**src/rtl/keypad_bcd_adder_n.sv**
```systemverilog
// keypad_bcd_adder_n
//   Keypad-driven BCD adder. Two operands of DIGITS BCD digits are typed in
//   MSD first, ADD moves from A to B and then starts a digit-serial BCD add
//   (one digit pair per clock, LSD first). The (DIGITS+1)-digit sum is shown
//   until a new digit or CE starts the next calculation.
//
// Ports
//   clk       : clock, rising edge
//   clr       : asynchronous active-high reset
//   key_valid : one-cycle key strobe
//   key_code  : 0-9 digit, 4'hA ADD, 4'hC CE, other codes ignored
//   disp_bcd  : registered display nibbles, MSD first, leading zeros blanked
//   state     : 0 ENTER_A, 1 ENTER_B, 2 ADD, 3 SHOW
//   busy      : high while state == ADD
//   sum_valid : one-cycle pulse on the first SHOW cycle
module keypad_bcd_adder_n #(
    parameter int         DIGITS = 2,
    parameter logic [3:0] BLANK  = 4'hF
) (
    input  logic                      clk,
    input  logic                      clr,
    input  logic                      key_valid,
    input  logic [3:0]                key_code,
    output logic [4*(DIGITS+1)-1:0]   disp_bcd,
    output logic [1:0]                state,
    output logic                      busy,
    output logic                      sum_valid
);

    typedef enum logic [1:0] {
        ENTER_A = 2'd0,
        ENTER_B = 2'd1,
        ADD     = 2'd2,
        SHOW    = 2'd3
    } state_t;

    localparam logic [3:0] KEY_ADD = 4'hA;
    localparam logic [3:0] KEY_CE  = 4'hC;
    localparam logic [3:0] LAST    = 4'(DIGITS - 1);

    state_t                   st, st_n;
    logic [DIGITS-1:0][3:0]   a, a_n, b, b_n;
    logic [DIGITS:0][3:0]     sum, sum_n;
    logic [DIGITS:0][3:0]     disp_n;
    logic                     carry, carry_n;
    logic [3:0]               idx, idx_n;
    logic                     is_digit, is_add, is_ce;
    logic [4:0]               dsum;
    logic [3:0]               dig;
    logic                     cout;

    // Replace leading zeros with BLANK; digit 0 is always shown.
    function automatic logic [DIGITS:0][3:0] blank_lz(input logic [DIGITS:0][3:0] v);
        logic [DIGITS:0][3:0] r;
        logic                 lead;
        lead = 1'b1;
        r    = v;
        for (int i = DIGITS; i >= 1; i--) begin
            if (lead && v[i] == 4'h0) r[i] = BLANK;
            else                      lead = 1'b0;
        end
        return r;
    endfunction

    // Shift a digit into the LSD unless the operand already has DIGITS
    // significant digits (top digit nonzero); leading zeros don't count.
    function automatic logic [DIGITS-1:0][3:0] push_digit(input logic [DIGITS-1:0][3:0] v,
                                                          input logic [3:0] d);
        logic [DIGITS-1:0][3:0] r;
        r = v;
        if (v[DIGITS-1] == 4'h0) begin
            for (int i = DIGITS - 1; i >= 1; i--) r[i] = v[i-1];
            r[0] = d;
        end
        return r;
    endfunction

    always_comb begin
        is_digit = key_valid && (key_code <= 4'd9);
        is_add   = key_valid && (key_code == KEY_ADD);
        is_ce    = key_valid && (key_code == KEY_CE);

        // The adder always works on digit 0; operands shift right each ADD cycle.
        dsum = {1'b0, a[0]} + {1'b0, b[0]} + {4'b0, carry};
        if (dsum > 5'd9) begin
            dig  = 4'(dsum - 5'd10);
            cout = 1'b1;
        end else begin
            dig  = dsum[3:0];
            cout = 1'b0;
        end

        st_n    = st;
        a_n     = a;
        b_n     = b;
        sum_n   = sum;
        carry_n = carry;
        idx_n   = idx;

        case (st)
            ENTER_A: begin
                if (is_digit)      a_n = push_digit(a, key_code);
                else if (is_ce)    a_n = '0;
                else if (is_add) begin
                    b_n  = '0;
                    st_n = ENTER_B;
                end
            end
            ENTER_B: begin
                if (is_digit)      b_n = push_digit(b, key_code);
                else if (is_ce)    b_n = '0;
                else if (is_add) begin
                    carry_n = 1'b0;
                    idx_n   = 4'd0;
                    sum_n   = '0;
                    st_n    = ADD;
                end
            end
            ADD: begin
                // Result digits enter at the top of the low DIGITS slots and
                // shift down, so after DIGITS cycles the LSD lands in slot 0.
                for (int i = 0; i < DIGITS - 1; i++) sum_n[i] = sum[i+1];
                sum_n[DIGITS-1] = dig;
                for (int i = 0; i < DIGITS - 1; i++) begin
                    a_n[i] = a[i+1];
                    b_n[i] = b[i+1];
                end
                a_n[DIGITS-1] = 4'h0;
                b_n[DIGITS-1] = 4'h0;
                carry_n = cout;
                idx_n   = idx + 4'd1;
                if (idx == LAST) begin
                    sum_n[DIGITS] = {3'b000, cout};
                    st_n          = SHOW;
                end
            end
            SHOW: begin
                if (is_digit) begin
                    a_n     = '0;
                    a_n[0]  = key_code;
                    b_n     = '0;
                    sum_n   = '0;
                    carry_n = 1'b0;
                    st_n    = ENTER_A;
                end else if (is_ce) begin
                    a_n     = '0;
                    b_n     = '0;
                    sum_n   = '0;
                    carry_n = 1'b0;
                    st_n    = ENTER_A;
                end
            end
            default: st_n = ENTER_A;
        endcase

        // Display follows the next-state view so it lands one cycle after the
        // key. During ADD the B operand is being consumed, so the view of B
        // latched on ADD entry is simply held.
        disp_n = disp_bcd;
        case (st_n)
            ENTER_A: disp_n = blank_lz({4'h0, a_n});
            ENTER_B: disp_n = blank_lz({4'h0, b_n});
            ADD:     if (st != ADD) disp_n = blank_lz({4'h0, b_n});
            SHOW:    disp_n = blank_lz(sum_n);
            default: disp_n = disp_bcd;
        endcase
    end

    always_ff @(posedge clk or posedge clr) begin
        if (clr) begin
            st        <= ENTER_A;
            a         <= '0;
            b         <= '0;
            sum       <= '0;
            carry     <= 1'b0;
            idx       <= 4'd0;
            busy      <= 1'b0;
            sum_valid <= 1'b0;
            disp_bcd  <= {{DIGITS{BLANK}}, 4'h0};
        end else begin
            st        <= st_n;
            a         <= a_n;
            b         <= b_n;
            sum       <= sum_n;
            carry     <= carry_n;
            idx       <= idx_n;
            busy      <= (st_n == ADD);
            sum_valid <= (st_n == SHOW) && (st != SHOW);
            disp_bcd  <= disp_n;
        end
    end

    assign state = st;

endmodule

```
**config.mk**
```make
export PLATFORM = sky130hd
export DESIGN_NAME = keypad_bcd_adder_n
export DESIGN_NICKNAME = d
export VERILOG_FILES = /design/src/rtl/keypad_bcd_adder_n.sv
export SDC_FILE = /design/constraint.sdc
export NUM_CORES = 1
export LEC_CHECK = 0
export ABC_CLOCK_PERIOD_IN_PS = 7200
export CORE_MARGIN = 1
export CORE_UTILIZATION = 31
export CTS_BUF_LIST = sky130_fd_sc_hd__clkbuf_4
export CTS_CLUSTER_DIAMETER = 30
export DETAILED_ROUTE_END_ITERATION = 7
export GPL_TIMING_DRIVEN = 0
export HOLD_SLACK_MARGIN = 0.05
export PLACE_DENSITY = 0.58
export SKIP_LAST_GASP = 1
export SLEW_MARGIN = 20
export SYNTH_ARGS = -nofsm -noshare
export SYNTH_HDL_FRONTEND = slang
export SYNTH_SLANG_ARGS = --single-unit
```
**constraint.sdc**
```tcl
create_clock -name clk -period 7.2 [get_ports clk]
set_input_delay 1.44 -clock clk [delete_from_list [all_inputs] [get_ports clk]]
set_output_delay 1.44 -clock clk [all_outputs]
set_load 0.02 [all_outputs]
```
==> out/metrics.cfg <==
[run_status]
status = completed

[critical_path]
r2r_slack_ns = 3.78
critPathCapture = disp_bcd[6]
crit_fanout = 8
r2r_end = disp_bcd[6]
r2r-start = state[0]
endpoint_kind = register
path_delay_family = compound AO/OA/AOI/OAI gates
rr_worst_depth = 11
startpoint = key_code[0]
cp.arrival_ns = 5.01
cp_slowest_cell = o21ai_0
critPathBufInv = 2
critPathKind = in2reg
cp_cell_sequence = clkdlybuf4s50_1 > or3b_4 > or2_2 > xnor2_1 > o21ai_0 > inv_1 > ha_1 > nand2_1 > nand2_1 > a31oi_1 > a31oi_1
max_stage_delay_ns = 0.61
startpoint_type = input port
worstSetupPathDepth = 11
required_ns = 7.48

[routing]
drt_pass1_iterations = 7
drt_wl_total_um = 8380
drt_iter0_markers = 188
dr_total_vias = 2762
post_drt_via_cell_ratio = 5.81
drc_errors = 0
post_drt_wl_per_cell_um = 17.6
drtAntennaViolNets = 0

[hold_path]
hp-class = reg2reg

[clock_network]
cts_tree = built
hold_buffers = 0
root_buffer = clkbuf_4
post-cts-setup-buffer-count = 0
post_cts_resized = 0
clkLatencyLatePin_ns = 0.37
cts.sinks = 49
cts_buffer_depth = 2
numCtsBuffers = 5
cts_max_level = 2
path_clk_slew_ns = 0.15

[die]
die_height_um = 99.6
core_sq_um = 9240
num_io_pins = 23
fp-row-count = 35
die_x_um = 99.6
initial_core_util_pct = 32.0
die-area_sq_um = 9920

[synthesis]
synth_most_common_cell = dfrtp_1
synth_nets = 335
yosys_warnings = 0
synth_sequential_area_ratio_pct = 41.9
yosys-top-cells-count = 41 x dfrtp_1, 34 x nor2_1, 21 x inv_1
syn_area_sq_um = 2950
synth-seq-cells = 49
synthArstFlopShare_pct = 100
synthTopCellsByArea = dfrtp_1 35%, dfstp_2 7.1%, nor2_1 4.3%, ha_1 3.8%, o21ai_0 2.7%
ys_types = 66
yosys.area.top_type = dfrtp_1
synth_edf_count = 0
netlist.area_leader.share_pct = 34.7
syn_avg_cell_area_sq_um = 9.31
synthCells = 317
synthFlopType = dfrtp_1

[global_route]
grt_pass1_vias = 2551
grt_start_max_net_pins = 29
grt_pass1_wl_um = 13300
grt_util_all_layers_pct = 17.4
antenna_found_initial = 0
overflow = 0

[cells_and_area]
layout-drive-gt1-share_pct = 11.6
layout.nets = 363
antenna_cells = 0
final_cells = 475
syn2layout_area_growth_pct = 15.8

[timing]
slew_headroom_pct = 40.1
hold_viol_final = 0
slew_viol_final = 0
tightest_slew_ns = 0.894
fin_worst_skew_ns = 0.0168
period_needed_ns = 4.73
setup_viol = 0
setup_tns_ns = 0
max_clock_freq_mhz = 211
rsz0062_at_grt = false
period_share_pct = 65.7

[place]
port_buffers = 20
place.gp.congestion = 0.886
placed_cells = 467
dp_hpwl_um = 6320

[power_and_ir_drop]
swShare_pct = 45.9
pwr-share-clk_pct = 11.0
max-vdd-ir-drop_mv = 0.218
comb_power_share_pct = 57.5
p_switching_uw = 704
power_frac_seq_pct = 31.5
total_leakage_power_nw = 1.47
powerDensity_nw_per_um2 = 449
intPower_uw = 831

[run]
max-cap-violations = 0

-- routing by layer --
layer	wire [um]	track usage [%]
met1	3880	25.6
met2	3560	24.1
met3	582	3.37
met4	361	9.05
met5	0	0
-- cell families (layout without fill, tap and decap cells) --
kind of cell,Yosys count,after routing,share of synthesized area [%]
XOR/XNOR,2,2,0.593
AND/OR/NAND/NOR,108,108,19.2
flip-flops,49,49,41.9
buffers and inverters,36,65,5.17
multiplexers,1,1,0.339
AO/OA/AOI/OAI,110,110,27.7
adder cells (fa/ha/maj),11,11,5.17
-- how the worst min path moves through the flow --
stage,end,startpoint,depth (start not counted)
after floorplan,sum[2],sum[2],1
after global routing,disp_bcd[9],disp_bcd[9],2
after CTS,disp_bcd[11],disp_bcd[11],2
after detailed placement,disp_bcd[11],disp_bcd[11],2
final,disp_bcd[9],disp_bcd[9],2
after global placement,sum[0],sum[0],1
-- power groups by stage --
stage | combinational (mW) | clock [mW] | sequential, mW
after floorplan | 0.571 | 0 | 0.507
after global placement | 0.864 | 0 | 0.488
after detailed placement | 0.866 | 0 | 0.487
after CTS | 0.874 | 0.175 | 0.481
after global routing | 0.964 | 0.183 | 0.497
final | 0.882 | 0.169 | 0.483
-- placed cells by master (no fill, tap or decap), types with 9 or more instances in the layout --
cell type        netlist  routed
a22o_1                 9       9
clkdlybuf4s50_1        0      20
o21ai_0               16      16
inv_1                 21      20
ha_1                   9       9
a21oi_1               15      15
nand2_1               17      17
nor2_1                34      34
dfrtp_1               41      41
-- registers in the layout, indices dropped and copies added (netlist names) --
register,count
idx,4
busy,1
sum,12
sum_valid,1
state,2
disp_bcd,12
a,8
b,8
carry,1
-- worst min-delay path: cells and delay by family (launching register included) --
family	cells	cell delay, ns
compound gates	1	0.05
simple gates	1	0.09
flops	1	0.39
-- cell type report --
type	count	area [sq um]
clock inverter	2	38.8
multi-input combinational	232	1560
timing repair buffer	21	220
inverter	22	82.6
sequential	49	1240
fill	945	5820
buffer	14	70.1
tap	129	161
clock buffer	6	45.0
-- metrics by stage --
step	hold slack, ns	power, mW	setup slack [ns]	utilization [%]	area, sq um
after floorplan	0.466	1.08	3.48	-	2950
after global placement	0.487	1.35	2.17	35.9	3310
after detailed placement	0.491	1.35	2.12	36.1	3330
after CTS	0.518	1.53	2.51	37.0	3420
after global routing	0.535	1.64	2.33	37.0	3420
final	0.512	1.53	2.47	37.0	3420
No activity file was read; power rests on OpenSTA's default activity.
